===== src/rtl/opl3_bus_write_if.sv =====
// Host-bus write front end for the OPL3 register file: synchronises and deglitches the
// GPIO write strobe, tracks per-bank index latches and queues {addr, data} writes.
module opl3_bus_write_if #(
    parameter int SYNC_STAGES = 2,
    parameter int FILT_CYC    = 3,
    parameter int FIFO_DEPTH  = 16,
    parameter int ADDR_WIDTH  = 9
) (
    input  logic                          clk,
    input  logic                          reset_n,
    input  logic [7:0]                    bus_d,
    input  logic                          bus_a0,
    input  logic                          bus_bank,
    input  logic                          bus_wr,
    output logic                          wr_valid,
    output logic [ADDR_WIDTH-1:0]         wr_addr,
    output logic [7:0]                    wr_data,
    input  logic                          wr_ready,
    output logic [$clog2(FIFO_DEPTH):0]   fifo_level,
    output logic                          overflow,
    input  logic                          ovf_clr
);
    // Handshake: an entry moves when wr_valid & wr_ready are both high at a rising clk edge;
    // wr_addr/wr_data are stable while wr_valid is high and wr_ready is low.

    localparam int         PW       = $clog2(FIFO_DEPTH);
    localparam int         EW       = ADDR_WIDTH + 8;
    localparam logic [3:0] FILT_MAX = 4'(FILT_CYC);

    logic [1:0] rst_pipe;
    logic       rst_n_i;

    always_ff @(posedge clk or negedge reset_n) begin
        if (!reset_n) rst_pipe <= 2'b00;
        else          rst_pipe <= {rst_pipe[0], 1'b1};
    end
    assign rst_n_i = rst_pipe[1];

    // Strobe chain resets to 1 so a strobe held high through reset never looks like a new edge.
    logic [SYNC_STAGES-1:0] wr_sync;
    logic [9:0]             fld_sync [SYNC_STAGES];
    logic                   wr_s;
    logic [9:0]             fld;

    always_ff @(posedge clk or negedge rst_n_i) begin
        if (!rst_n_i) begin
            wr_sync <= '1;
            for (int i = 0; i < SYNC_STAGES; i++) fld_sync[i] <= '0;
        end else begin
            wr_sync     <= {wr_sync[SYNC_STAGES-2:0], bus_wr};
            fld_sync[0] <= {bus_bank, bus_a0, bus_d};
            for (int i = 1; i < SYNC_STAGES; i++) fld_sync[i] <= fld_sync[i-1];
        end
    end
    assign wr_s = wr_sync[SYNC_STAGES-1];
    assign fld  = fld_sync[SYNC_STAGES-1];

    logic [3:0] filt_cnt, cnt_nxt;
    logic       armed, filt, filt_d, wr_event;
    logic [9:0] cap;

    always_comb begin
        cnt_nxt = '0;
        if (wr_s && armed) cnt_nxt = (filt_cnt == FILT_MAX) ? filt_cnt : filt_cnt + 4'd1;
    end

    // Fields are captured when the count first reaches its limit, while the strobe is still high.
    always_ff @(posedge clk or negedge rst_n_i) begin
        if (!rst_n_i) begin
            armed    <= 1'b0;
            filt_cnt <= '0;
            filt     <= 1'b0;
            filt_d   <= 1'b0;
            cap      <= '0;
        end else begin
            armed    <= armed | ~wr_s;
            filt_cnt <= cnt_nxt;
            filt     <= (cnt_nxt == FILT_MAX);
            filt_d   <= filt;
            if (cnt_nxt == FILT_MAX && filt_cnt != FILT_MAX) cap <= fld;
        end
    end
    assign wr_event = filt & ~filt_d;

    logic [7:0] idx_latch [2];

    always_ff @(posedge clk or negedge rst_n_i) begin
        if (!rst_n_i) begin
            idx_latch[0] <= '0;
            idx_latch[1] <= '0;
        end else if (wr_event && !cap[8]) begin
            idx_latch[cap[9]] <= cap[7:0];
        end
    end

    logic [EW-1:0] mem [FIFO_DEPTH];
    logic [PW:0]   wr_ptr, rd_ptr, wr_ptr_nxt, rd_ptr_nxt, level_nxt;
    logic [EW-1:0] push_entry, head_nxt;
    logic          full, pop, push_req, push, drop;

    always_comb begin
        push_entry = {ADDR_WIDTH'({cap[9], idx_latch[cap[9]]}), cap[7:0]};
        full       = (wr_ptr[PW] != rd_ptr[PW]) && (wr_ptr[PW-1:0] == rd_ptr[PW-1:0]);
        pop        = wr_valid & wr_ready;
        push_req   = wr_event & cap[8];
        push       = push_req & (~full | pop);
        drop       = push_req & full & ~pop;
        wr_ptr_nxt = wr_ptr + (PW+1)'(push);
        rd_ptr_nxt = rd_ptr + (PW+1)'(pop);
        level_nxt  = wr_ptr_nxt - rd_ptr_nxt;
        // Bypass the array when the new head is the slot being written this cycle.
        if (push && rd_ptr_nxt[PW-1:0] == wr_ptr[PW-1:0]) head_nxt = push_entry;
        else                                               head_nxt = mem[rd_ptr_nxt[PW-1:0]];
    end

    always_ff @(posedge clk) begin
        if (push) mem[wr_ptr[PW-1:0]] <= push_entry;
    end

    always_ff @(posedge clk or negedge rst_n_i) begin
        if (!rst_n_i) begin
            wr_ptr   <= '0;
            rd_ptr   <= '0;
            wr_valid <= 1'b0;
            wr_addr  <= '0;
            wr_data  <= '0;
            overflow <= 1'b0;
        end else begin
            wr_ptr   <= wr_ptr_nxt;
            rd_ptr   <= rd_ptr_nxt;
            wr_valid <= (level_nxt != '0);
            if (level_nxt != '0) {wr_addr, wr_data} <= head_nxt;
            if (drop)         overflow <= 1'b1;
            else if (ovf_clr) overflow <= 1'b0;
        end
    end

    assign fifo_level = wr_ptr - rd_ptr;

endmodule


===== config.mk =====
export PLATFORM = sky130hd
export DESIGN_NAME = opl3_bus_write_if
export DESIGN_NICKNAME = d
export VERILOG_FILES = /design/src/rtl/opl3_bus_write_if.sv
export SDC_FILE = /design/constraint.sdc
export NUM_CORES = 1
export LEC_CHECK = 0
export ABC_AREA = 0
export BUFFER_PORTS_ARGS = -buffer_cell sky130_fd_sc_hd__buf_4
export CORE_AREA = 2 2 206 208
export DETAILED_ROUTE_END_ITERATION = 10
export DIE_AREA = 0 0 208 210
export PLACE_DENSITY = 0.52
export SLEW_MARGIN = 20
export SYNTH_ARGS = -nofsm -noshare
export SYNTH_HDL_FRONTEND = slang
export SYNTH_SLANG_ARGS = --single-unit

===== constraint.sdc =====
create_clock -name clk -period 4.91 [get_ports clk]
set_clock_uncertainty 0.05 [all_clocks]
set_input_delay 0.982 -clock clk [delete_from_list [all_inputs] [get_ports clk]]
set_output_delay 0.982 -clock clk [all_outputs]
set_load 0.05 [all_outputs]

==> qor.log, run 1 <==
INFO  yosys          syn-instance-count=667
INFO  clock_network  clk-insertion-delay-late=0.53ns
INFO  sta            final_min_period_over_clock_period=88.1%
INFO  yosys          synth_top_cells_by_count=272 x edfxtp_1, 84 x dfrtp_1, 76 x mux4_2, 41 x mux2_2, 21 x nor2_1
INFO  grt            grt_start_max_net_pins=46
INFO  yosys          async_flop_share=24.0%
INFO  floorplanning  floorplan.die.height=210um
INFO  clock_network  tritoncts_num_sinks=358
INFO  yosys          synth_cell_area=14,300um^2
INFO  route          vias_per_std_cell=4.94
INFO  layout         areaGrowthSynthToFinish=16.1%
INFO  layout         filler_cell_count=3,659
INFO  clock_network  postCtsSetupRepairBufs=0
INFO  yosys          synth-edff-count=272
INFO  place          post-place-cells=1,234
INFO  sta            minimum_period_implied_by_the_final_worst_setup_slack=4.33ns
INFO  layout         drive_above_1_share=36.3%
INFO  route          detailedRoute.firstIterationViolations=451
INFO  clock_network  clock_tree.buffer_depth=3
INFO  grt            grt_pass1_vias=7,038
INFO  route          postRouteWirelength=31,200um
INFO  layout         multi_input_area=3740um^2
INFO  grt            global_route.overflow_total=0
INFO  sta            maxSlewViolCount=0
INFO  setup_path     crit_reg_reg_startpoint=wr_ptr[2]
INFO  sta            worst_pin_slew=1.01ns
INFO  setup_path     setup.worst_path.end=wr_data[1]
INFO  worst_hold_path hold_path.class=primary input to asynchronous set/reset pin
INFO  layout         post_layout_nonfiller_instances=1,308
INFO  route          routed_wire_length_per_instance=23.8um
INFO  clock_network  clock_tree.htree_level_count=2
INFO  setup_path     critical_path.max_fanout=12
INFO  floorplanning  floorplan.die_area=43,700um^2
INFO  setup_path     timing.rr.end=wr_data[1]
INFO  setup_path     worstRegToRegCells=12
INFO  clock_network  cts_tree=yes
INFO  clock_network  number_of_buffers_created_by_cts=40
INFO  floorplanning  number_of_primary_i_o_pins=39
INFO  flow_run       max_cap_violations=0
INFO  yosys          synthMostInstantiatedCell=edfxtp_1
INFO  route          vias=6,455
INFO  layout         nNetsFinal=767
INFO  clock_network  cts_root_buffer=clkbuf_16
INFO  setup_path     kind_of_critical_path=register to register
INFO  sta            setup_repair_after_global_routing_missed_its_margin=false
INFO  grt            grt_pass1_wl=46,800um
INFO  setup_path     setup.worst_path.start_class=register
INFO  setup_path     timing.critical_path.required=5.26ns
INFO  sta            worst_slew_margin_rel=32.1%
INFO  pwr            power_density=698nW/um^2
INFO  route          drt_pass1_iterations=5
INFO  place          globalplace.congestion=0.783
INFO  yosys          synth_cell_types=46
INFO  setup_path     cp.arrival=4.68ns
INFO  yosys          yosysWarningCount=0
INFO  clock_network  postCtsHoldBufs=0
INFO  yosys          synth_largest_area_cell=edfxtp_1
INFO  place          io_buffer_count=38
INFO  sta            final_hold_violating_endpoints=0
INFO  route          post-route-drc-count=0
INFO  floorplanning  die_outline_width=208um
INFO  yosys          syn-num-nets=697
INFO  run_status     status=finished clean
INFO  grt            grt.total_usage=14.6%
INFO  yosys          synth_top_cells_by_area=edfxtp_1 57%, dfrtp_1 15%, mux4_2 12%
INFO  floorplanning  floorplan.initialDensity=34.4%
INFO  sta            setup_tns=0ns
INFO  floorplanning  core=41,500um^2
INFO  sta            max_freq=231MHz
INFO  pwr            worst_vdd_drop=0.386mV
INFO  setup_path     reg2reg_setup_slack=0.58ns
INFO  grt            number_of_antenna_violations_at_the_first_check_in_global_routing=0
INFO  clock_network  register_clock_pin_slew_on_the_reported_worst_setup_and_hold_paths=0.06ns
INFO  setup_path     element_type_at_the_critical_path_end=register
INFO  setup_path     critPathLaunch=wr_ptr[2]
INFO  sta            finalSetupViolCount=0
INFO  yosys          ys_ff_latch=358
INFO  yosys          synth_sequential_area_ratio=72.3%
INFO  clock_network  cts_resized=0
INFO  route          antenna_left=0
INFO  layout         register_area=10,300um^2
INFO  yosys          synth_top_area_share=57.2%
INFO  layout         num_antenna_cells=0
INFO  yosys          synth_ff_type=edfxtp_1
INFO  place          detailed_place_hpwl=17,700um
INFO  pwr            power.leakage=5.82nW
INFO  floorplanning  num_rows=75
INFO  yosys          syn_avg_cell_area=21.4um^2
## worst max-delay path, cell delays in order, from the launching register on
cell and delay [ns]:
dfrtp_1 0.64, ha_1 0.36, and4_1 0.21, a31oi_1 0.52, ha_1 0.28, ha_1 0.19, xor2_1 0.26, ha_1 0.30
a221oi_1 0.35, xnor2_1 0.11, or3_1 0.39, buf_4 0.22, mux2_4 0.31
## layout make-up
cell class	instances	share of cell area, %
Sequential cell	358	62.3
Inverter	15	0.340
Timing Repair Buffer	56	2.69
Tap cell	539	4.07
Clock inverter	17	1.18
Multi-Input combinational cell	266	22.6
Clock buffer	57	6.85
## logic make-up (layout without fill, tap and decap cells)
| kind of cell | after synthesis | in the layout | share of synthesized area (%) |
|---|---|---|---|
| xor+xnor | 20 | 20 | 1.38 |
| other cells | 1 | 1 | 0.0262 |
| flops | 358 | 358 | 72.3 |
| buf+inv | 43 | 145 | 2.60 |
| fa+ha+maj | 15 | 15 | 1.37 |
| simple gates | 62 | 62 | 2.23 |
| compound gates | 15 | 15 | 0.666 |
| mux | 153 | 153 | 19.5 |
## where the power goes
group          leakage (nW)  internal (mW)  switching (mW)  total [mW]
logic                  1.67           2.05            2.14        4.19
clock network         0.652           1.83            1.17        3.00
registers              3.49           3.95           0.427        4.38
total                  5.82           7.83            3.73        11.6
## worst min path at each step
stage | end | cells after the start | from
after detailed placement | fld_sync[16] | 0 | rst_pipe[1]
after floorplan | fld[0] | 0 | fld_sync[10]
after global placement | fld_sync[15] | 0 | rst_pipe[1]
final | rst_pipe[0] | 1 | reset_n
after global routing | rst_pipe[0] | 1 | reset_n
after CTS | rst_pipe[1] | 1 | reset_n
## routing by layer
metal  vias to the layer above  share of wire (%)  routed length [um]  track usage, %
li1                       2825                  -                   -               -
met1                      3458                 45               14000            19.9
met2                       136                 49               15200            24.2
met3                        36                4.8                1490            2.83
met4                         0                1.5                 478            3.47
met5                         -                  0                   0               0
## placed cells by master (no fill, tap or decap), types with 12 or more instances in the layout
cell	count
buf_4	54
clkbuf_16	41
edfxtp_1	272
mux2_2	41
mux4_2	76
nor2_4	12
ha_1	12
inv_1	14
nand3_1	12
dfrtp_1	83
mux2_4	18
## through the flow
step                      power (mW)  util, %  cell area, um^2  worst slack, ns  hold WS (ns)
final                           11.6     40.0            16600            0.584         0.174
after global routing            12.1     40.0            16600            0.315         0.146
after CTS                       11.7     40.0            16600            0.589         0.147
after detailed placement        8.70     36.7            15200            0.630         0.273
after global placement          8.56     36.7            15200            0.786         0.254
after floorplan                 7.63        -            14300            0.861         0.281
## state kept, by name, indices dropped and copies added (netlist names), 4 cells and up
| signal | count |
|---|---|
| mem | 272 |
| idx_latch | 16 |
| cap | 10 |
| fld | 10 |
| fld_sync | 10 |
| wr_addr | 9 |
| wr_data | 8 |
| rd_ptr | 5 |
| wr_ptr | 5 |
| filt_cnt | 4 |
Note: power is estimated with default switching activity, not from simulation.
==> inputs of run 2 (changes only) <==
==> constraint.sdc (replaced) <==
create_clock -name clk -period 4.91 [get_ports clk]
set_clock_uncertainty 0.05 [all_clocks]
set_input_delay 0.491 -clock clk [delete_from_list [all_inputs] [get_ports clk]]
set_output_delay 0.491 -clock clk [all_outputs]
set_load 0.05 [all_outputs]
==> qor.log, run 2 (synthesis gave the netlist of run 1 again) <==
INFO  run_status     status=finished clean
INFO  sta            final_hold_violating_endpoints=0 [unchanged]
INFO  setup_path     reg2reg_setup_slack=0.64ns [+0.05 ns]
INFO  floorplanning  floorplan.die.height=210um [unchanged]
INFO  floorplanning  num_rows=75 [unchanged]
INFO  floorplanning  floorplan.initialDensity=34.4% [unchanged]
INFO  floorplanning  number_of_primary_i_o_pins=39 [unchanged]
INFO  clock_network  clock_tree.htree_level_count=2 [unchanged]
INFO  clock_network  cts_tree=yes
INFO  sta            worst_pin_slew=0.963ns [-0.0500 ns]
INFO  sta            finalSetupViolCount=0 [unchanged]
INFO  route          post-route-drc-count=0 [unchanged]
INFO  clock_network  register_clock_pin_slew_on_the_reported_worst_setup_and_hold_paths=0.06ns [about the same]
INFO  pwr            power_report.internal_total=7.60mW [-3.0%]
INFO  clock_network  tritoncts_num_sinks=358 [unchanged]
INFO  layout         fin_util=39.6% [-0.36 points]
INFO  pwr            power_density=685nW/um^2 [-1.8%]
INFO  worst_hold_path hold_path.class=primary input to register
INFO  route          drt_pass1_iterations=4 [-1]
INFO  clock_network  cts_root_buffer=clkbuf_16
INFO  floorplanning  die_outline_width=208um [unchanged]
INFO  clock_network  clk-insertion-delay-late=0.52ns [about the same]
INFO  sta            setup_tns=0ns [unchanged]
INFO  route          detailedRoute.firstIterationViolations=490 [+8.6%]
INFO  route          antenna_left=0 [unchanged]
INFO  floorplanning  floorplan.die_area=43,700um^2 [unchanged]
INFO  grt            global_route.overflow_total=0 [unchanged]
INFO  setup_path     element_type_at_the_critical_path_end=register
INFO  route          postRouteWirelength=31,100um [-0.42%]
INFO  flow_run       max_cap_violations=0 [unchanged]
INFO  layout         layout_common_cells=272 x edfxtp_1, 83 x dfrtp_1, 76 x mux4_2, 53 x buf_4, 42 x clkbuf_16
INFO  pwr            power_frac_seq=38.5% [+0.6 points]
INFO  route          vias=6,588 [+2.1%]
INFO  setup_path     timing.critical_path.required=5.27ns [about the same]
INFO  layout         areaGrowthSynthToFinish=15.0%
INFO  sta            setup_repair_after_global_routing_missed_its_margin=false
INFO  pwr            share_comb_of_total_power=37.2% [+1.0 points]
INFO  route          vias_per_std_cell=5.05 [+2.4%]
INFO  setup_path     critical_path.max_fanout=12 [unchanged]
INFO  sta            maxSlewViolCount=0 [unchanged]
INFO  grt            grt_pass1_wl=46,900um [+0.31%]
INFO  clock_network  clock_tree.buffer_depth=3 [unchanged]
INFO  grt            grt_start_max_net_pins=56 [+22%]
INFO  sta            final_min_period_over_clock_period=87.1% [-1.0 points]
INFO  place          detailed_place_hpwl=17,200um [-2.7%]
INFO  sta            minimum_period_implied_by_the_final_worst_setup_slack=4.27ns [-0.0511 ns]
INFO  layout         drive_above_1_share=35.4% [-0.86 points]
INFO  floorplanning  core=41,500um^2 [unchanged]
INFO  route          routed_wire_length_per_instance=23.8um [-0.12%]
INFO  clock_network  number_of_buffers_created_by_cts=39 [-2.5%]
INFO  pwr            switchingPower=3.66mW [-1.9%]
INFO  layout         post_layout_nonfiller_instances=1,304 [-0.31%]
INFO  setup_path     cp.arrival=4.63ns [-0.05 ns]
INFO  pwr            clock_power_share=24.3% [-1.6 points]
INFO  layout         largest_register_ffs=272 [unchanged]
INFO  grt            grt.total_usage=14.6% [about the same]
INFO  place          io_buffer_count=38 [unchanged]
INFO  layout         nNetsFinal=765 [-0.26%]
INFO  pwr            power.leakage=5.74nW [-1.2%]
INFO  setup_path     kind_of_critical_path=register to register
INFO  layout         register_area=10,300um^2 [unchanged]
INFO  pwr            worst_vdd_drop=0.557mV [+44%]
INFO  sta            max_freq=234MHz [+1.2%]
INFO  sta            worst_slew_margin_rel=35.8% [+3.7 points]
INFO  grt            number_of_antenna_violations_at_the_first_check_in_global_routing=0 [unchanged]
INFO  layout         num_antenna_cells=0 [unchanged]
INFO  grt            grt_pass1_vias=7,170 [+1.9%]
INFO  pwr            p_sw_share=32.5% [+0.26 points]
INFO  layout         filler_cell_count=3,731 [+2.0%]
INFO  place          globalplace.congestion=0.775 [-1.1%]
INFO  place          post-place-cells=1,232 [-0.16%]
INFO  layout         most_common_cell_after_layout_fill_and_taps_aside=edfxtp_1
INFO  layout         multi_input_area=3740um^2 [unchanged]
INFO  setup_path     setup.worst_path.start_class=register
==> run 2: cell count changes in the layout (fill, tap and decap cells not counted), sizes merged <==
cell,delta
bufinv,-4
inv,-3
buf,-2
clkbuf,+2
clkinv,+2
dlygate4sd3,+1
==> run 2: layer usage <==
| layer | GRT usage [%] | vias to the layer above | part of all wire (%) |
|---|---|---|---|
| met5 | 0 | - | 0 |
| met4 | 4.57 | 0 | 2.5 |
| met3 | 2.61 | 49 | 5.9 |
| met2 | 24.6 | 186 | 49 |
| met1 | 19.4 | 3531 | 42 |
| li1 | - | 2822 | - |
==> run 2: through the flow <==
stage | hold WS (ns) | power [mW] | cell area [um^2] | setup slack, ns
after floorplan | 0.145 | 7.63 | 14300 | 1.09
after global placement | 0.196 | 8.51 | 15200 | 0.801
after detailed placement | 0.207 | 8.66 | 15200 | 0.676
after CTS | 0.000330 | 11.4 | 16400 | 0.657
after global routing | 0.00648 | 11.8 | 16400 | 0.270
final | 0.0245 | 11.3 | 16400 | 0.635
==> run 2: critical path: stages, from the launching register on <==
cell      delay, ns
dfrtp_1        0.64
ha_1           0.37
and4_1         0.21
a31oi_1        0.43
ha_1           0.26
ha_1           0.19
xor2_1         0.26
ha_1           0.30
o21ai_0        0.23
o21bai_1       0.11
xor2_1         0.14
or3_1          0.42
buf_4          0.23
mux2_4         0.31
==> run 2: final timing paths <==
kind,startpoint,depth (start not counted),to
max in group asynchronous,rst_pipe[1],1,rd_ptr[4]
max,wr_ptr[2],13,wr_data[4]
min in group asynchronous,rst_pipe[1],0,fld_sync[16]
max reg2reg,wr_ptr[2],13,wr_data[4]
min,bus_bank,1,fld_sync[19]
min reg2reg,rst_pipe[1],0,fld_sync[16]
==> run 2: layout make-up <==
type | count | share of cell area (%)
Sequential cell | 358 | 62.8
Multi-Input combinational cell | 266 | 22.8
Clock buffer | 59 | 6.97
Tap cell | 539 | 4.10
Timing Repair Buffer | 55 | 2.60
Clock inverter | 12 | 0.350
Inverter | 15 | 0.343
==> run 2: repair_timing <==
| action | CTS | global route |
|---|---|---|
| hold endpoints to repair | 2 | 0 |
| hold buffers | 1 | 0 |
| buffers inserted | 0 | 0 |
| setup endpoints to repair | 0 | 0 |
| gates resized for setup | 0 | 0 |
==> run 2: power by group through the flow <==
stage / registers, mW / clock network, mW / logic (mW)
detailed placement: 4.41 / 0 / 4.26
global placement: 4.36 / 0 / 4.15
floorplan: 4.49 / 0 / 3.14
finish: 4.34 / 2.73 / 4.19
global route: 4.40 / 2.92 / 4.50
CTS: 4.35 / 2.82 / 4.27
==> inputs of run 3 (changes only) <==
CORE_AREA = 2 2 195 197   (was 2 2 206 208)
DIE_AREA = 0 0 197 199   (was 0 0 208 210)
PLACE_DENSITY = 0.57   (was 0.52)
==> qor.log, run 3 (synthesis gave the netlist of run 1 again) <==
INFO  run_status     status=finished clean
INFO  pwr            p_sw_share=32.3% [-0.23 points]
INFO  route          vias_per_std_cell=5.31 [+5.2%]
INFO  setup_path     timing.rr.end=wr_addr[7]
INFO  place          globalplace.congestion=0.795 [+2.6%]
INFO  floorplanning  core=37,100um^2 [-10%]
INFO  layout         layout_common_cells=272 x edfxtp_1, 83 x dfrtp_1, 76 x mux4_2, 55 x buf_4
INFO  floorplanning  die_outline_width=197um [-5.3%]
INFO  sta            setup_repair_after_global_routing_missed_its_margin=false
INFO  clock_network  clock_tree.htree_level_count=2 [unchanged]
INFO  sta            minimum_period_implied_by_the_final_worst_setup_slack=4.44ns [+0.161 ns]
INFO  pwr            worst_vdd_drop=0.403mV [-28%]
INFO  sta            worst_slew_margin_rel=28.5% [-7.2 points]
INFO  clock_network  cts_root_buffer=clkbuf_16
INFO  worst_hold_path holdCritStartpoint=bus_d[5]
INFO  pwr            switchingPower=3.63mW [-0.92%]
INFO  route          antenna_left=0 [unchanged]
INFO  layout         num_antenna_cells=0 [unchanged]
INFO  floorplanning  num_rows=71 [-5.3%]
INFO  place          post-place-cells=1,170 [-5.0%]
INFO  route          postRouteWirelength=30,300um [-2.6%]
INFO  setup_path     setup.worst_path.start_class=register
INFO  grt            grt_pass1_vias=7,135 [-0.49%]
INFO  grt            grt_start_max_net_pins=62 [+11%]
INFO  route          routed_wire_length_per_instance=24.4um [+2.5%]
INFO  grt            number_of_antenna_violations_at_the_first_check_in_global_routing=0 [unchanged]
INFO  clock_network  clk-insertion-delay-late=0.52ns [about the same]
INFO  grt            grt.total_usage=16.1% [+1.5 points]
INFO  layout         most_common_cell_after_layout_fill_and_taps_aside=edfxtp_1
INFO  sta            finalSetupViolCount=0 [unchanged]
INFO  pwr            power.leakage=5.75nW [+0.17%]
INFO  floorplanning  number_of_primary_i_o_pins=39 [unchanged]
INFO  sta            final_hold_violating_endpoints=0 [unchanged]
INFO  clock_network  cts_resized=0 [unchanged]
INFO  worst_hold_path timing.hold.worst_endpoint=fld_sync[15]
INFO  sta            maxSlewViolCount=0 [unchanged]
INFO  pwr            share_comb_of_total_power=37.3% [about the same]
INFO  setup_path     reg2reg_setup_slack=0.47ns [-0.16 ns]
INFO  clock_network  register_clock_pin_slew_on_the_reported_worst_setup_and_hold_paths=0.07ns [about the same]
INFO  setup_path     cp.arrival=4.77ns [+0.14 ns]
INFO  place          io_buffer_count=38 [unchanged]
INFO  setup_path     crit_reg_reg_startpoint=wr_ptr[2]
INFO  layout         filler_cell_count=3,139 [-16%]
INFO  place          detailed_place_hpwl=17,300um [+0.49%]
INFO  clock_network  postCtsSetupRepairBufs=0 [unchanged]
INFO  clock_network  postCtsHoldBufs=1 [unchanged]
INFO  worst_hold_path hold_path.class=primary input to register
INFO  route          post-route-drc-count=0 [unchanged]
INFO  sta            max_freq=225MHz [-3.6%]
INFO  grt            grt_pass1_wl=45,400um [-3.1%]
INFO  floorplanning  floorplan.initialDensity=38.5% [+4.0 points]
INFO  layout         nNetsFinal=767 [+0.26%]
INFO  setup_path     element_type_at_the_critical_path_end=register
INFO  sta            worst_pin_slew=1.07ns [+0.106 ns]
INFO  setup_path     worstRegToRegCells=12 [-1]
INFO  flow_run       max_cap_violations=0 [unchanged]
INFO  sta            final_min_period_over_clock_period=90.3% [+3.3 points]
INFO  clock_network  clock_tree.buffer_depth=3 [unchanged]
INFO  route          vias=6,583 [-0.076%]
INFO  sta            setup_tns=0ns [unchanged]
INFO  floorplanning  floorplan.die.height=199um [-5.2%]
INFO  route          drt_pass1_iterations=4 [unchanged]
INFO  pwr            power_frac_seq=38.8% [+0.3 points]
INFO  layout         drive_above_1_share=35.2% [-0.26 points]
INFO  setup_path     timing.critical_path.required=5.24ns [-0.03 ns]
INFO  clock_network  cts_tree=yes
INFO  pwr            power_report.internal_total=7.61mW [+0.14%]
INFO  layout         post_layout_nonfiller_instances=1,239 [-5.0%]
INFO  pwr            clock_power_share=24.0% [-0.3 points]
INFO  route          detailedRoute.firstIterationViolations=501 [+2.2%]
INFO  setup_path     critical_path.max_fanout=12 [unchanged]
INFO  layout         areaGrowthSynthToFinish=14.4%
INFO  grt            global_route.overflow_total=0 [unchanged]
INFO  pwr            total_power=11.2mW [-0.21%]
INFO  layout         largest_register_ffs=272 [unchanged]
INFO  clock_network  number_of_buffers_created_by_cts=38 [-2.6%]
INFO  clock_network  tritoncts_num_sinks=358 [unchanged]
INFO  pwr            power_density=687nW/um^2 [+0.33%]
INFO  worst_hold_path hold_path_depth=1 [unchanged]
INFO  floorplanning  floorplan.die_area=39,200um^2 [-10%]
INFO  setup_path     kind_of_critical_path=register to register
-- run 3: cell types whose count changed in the layout (fill, tap and decap cells not counted), moves of 3 or more --
cell,before,now
nor2_4,12,8
clkinv_1,4,1
clkinv_2,7,4
clkbuf_1,14,17
-- run 3: critical path: stages (launching register included) --
cell and delay [ns]:
dfrtp_1 0.65, ha_1 0.37, and4_1 0.22, a31oi_1 0.50, ha_1 0.29, ha_1 0.19
xor2_1 0.28, ha_1 0.32, a221oi_1 0.36, xnor2_1 0.12, or3_1 0.42, buf_4 0.23
mux2_2 0.30
-- run 3: power by group through the flow --
stage | combinational [mW] | sequential (mW) | clock (mW)
floorplan | 3.14 | 4.49 | 0
global placement | 4.09 | 4.39 | 0
detailed placement | 4.22 | 4.43 | 0
CTS | 4.23 | 4.37 | 2.74
global route | 4.48 | 4.42 | 2.88
finish | 4.19 | 4.36 | 2.69
-- run 3: worst max-delay path by stage --
stage                    from          to  depth (start not counted)
floorplan           rd_ptr[2]  wr_addr[0]                         14
global placement    wr_ptr[2]  wr_data[0]                         12
detailed placement  wr_ptr[2]  wr_data[0]                         12
CTS                 wr_ptr[2]  wr_addr[7]                         12
global route        wr_ptr[2]  wr_addr[7]                         12
finish              wr_ptr[2]  wr_addr[7]                         12
-- run 3: layout make-up --
type                    count  area [um^2]  area share [%]
flip-flops and latches    358        10300            63.2
multi-input cells         266         3720            22.8
clock buffers              63         1160            7.09
well taps                 474          593            3.63
repair buffers             58          463            2.83
inverters                  15         56.3           0.345
clock inverters             5         23.8           0.145
-- run 3: stage by stage --
step / hold slack [ns] / setup slack [ns] / utilization, % / area [um^2]
2_1_floorplan: 0.145 / 1.09 / - / 14300
3_3_place_gp: 0.182 / 0.778 / 40.8 / 15100
3_5_place_dp: 0.186 / 0.590 / 40.8 / 15100
4_1_cts: 0.0148 / 0.529 / 44.0 / 16300
5_1_grt: 0.00774 / 0.283 / 44.0 / 16300
6_report: 0.0354 / 0.474 / 44.0 / 16300
-- run 3: per-layer routing --
layer  global-route usage, %  wire, um  vias to the layer above
met3                    3.27      1360                       49
met5                       0         0                        -
met2                    26.4     14700                      150
met1                    21.6     13400                     3568
li1                        -         -                     2816
met4                    4.96       816                        0
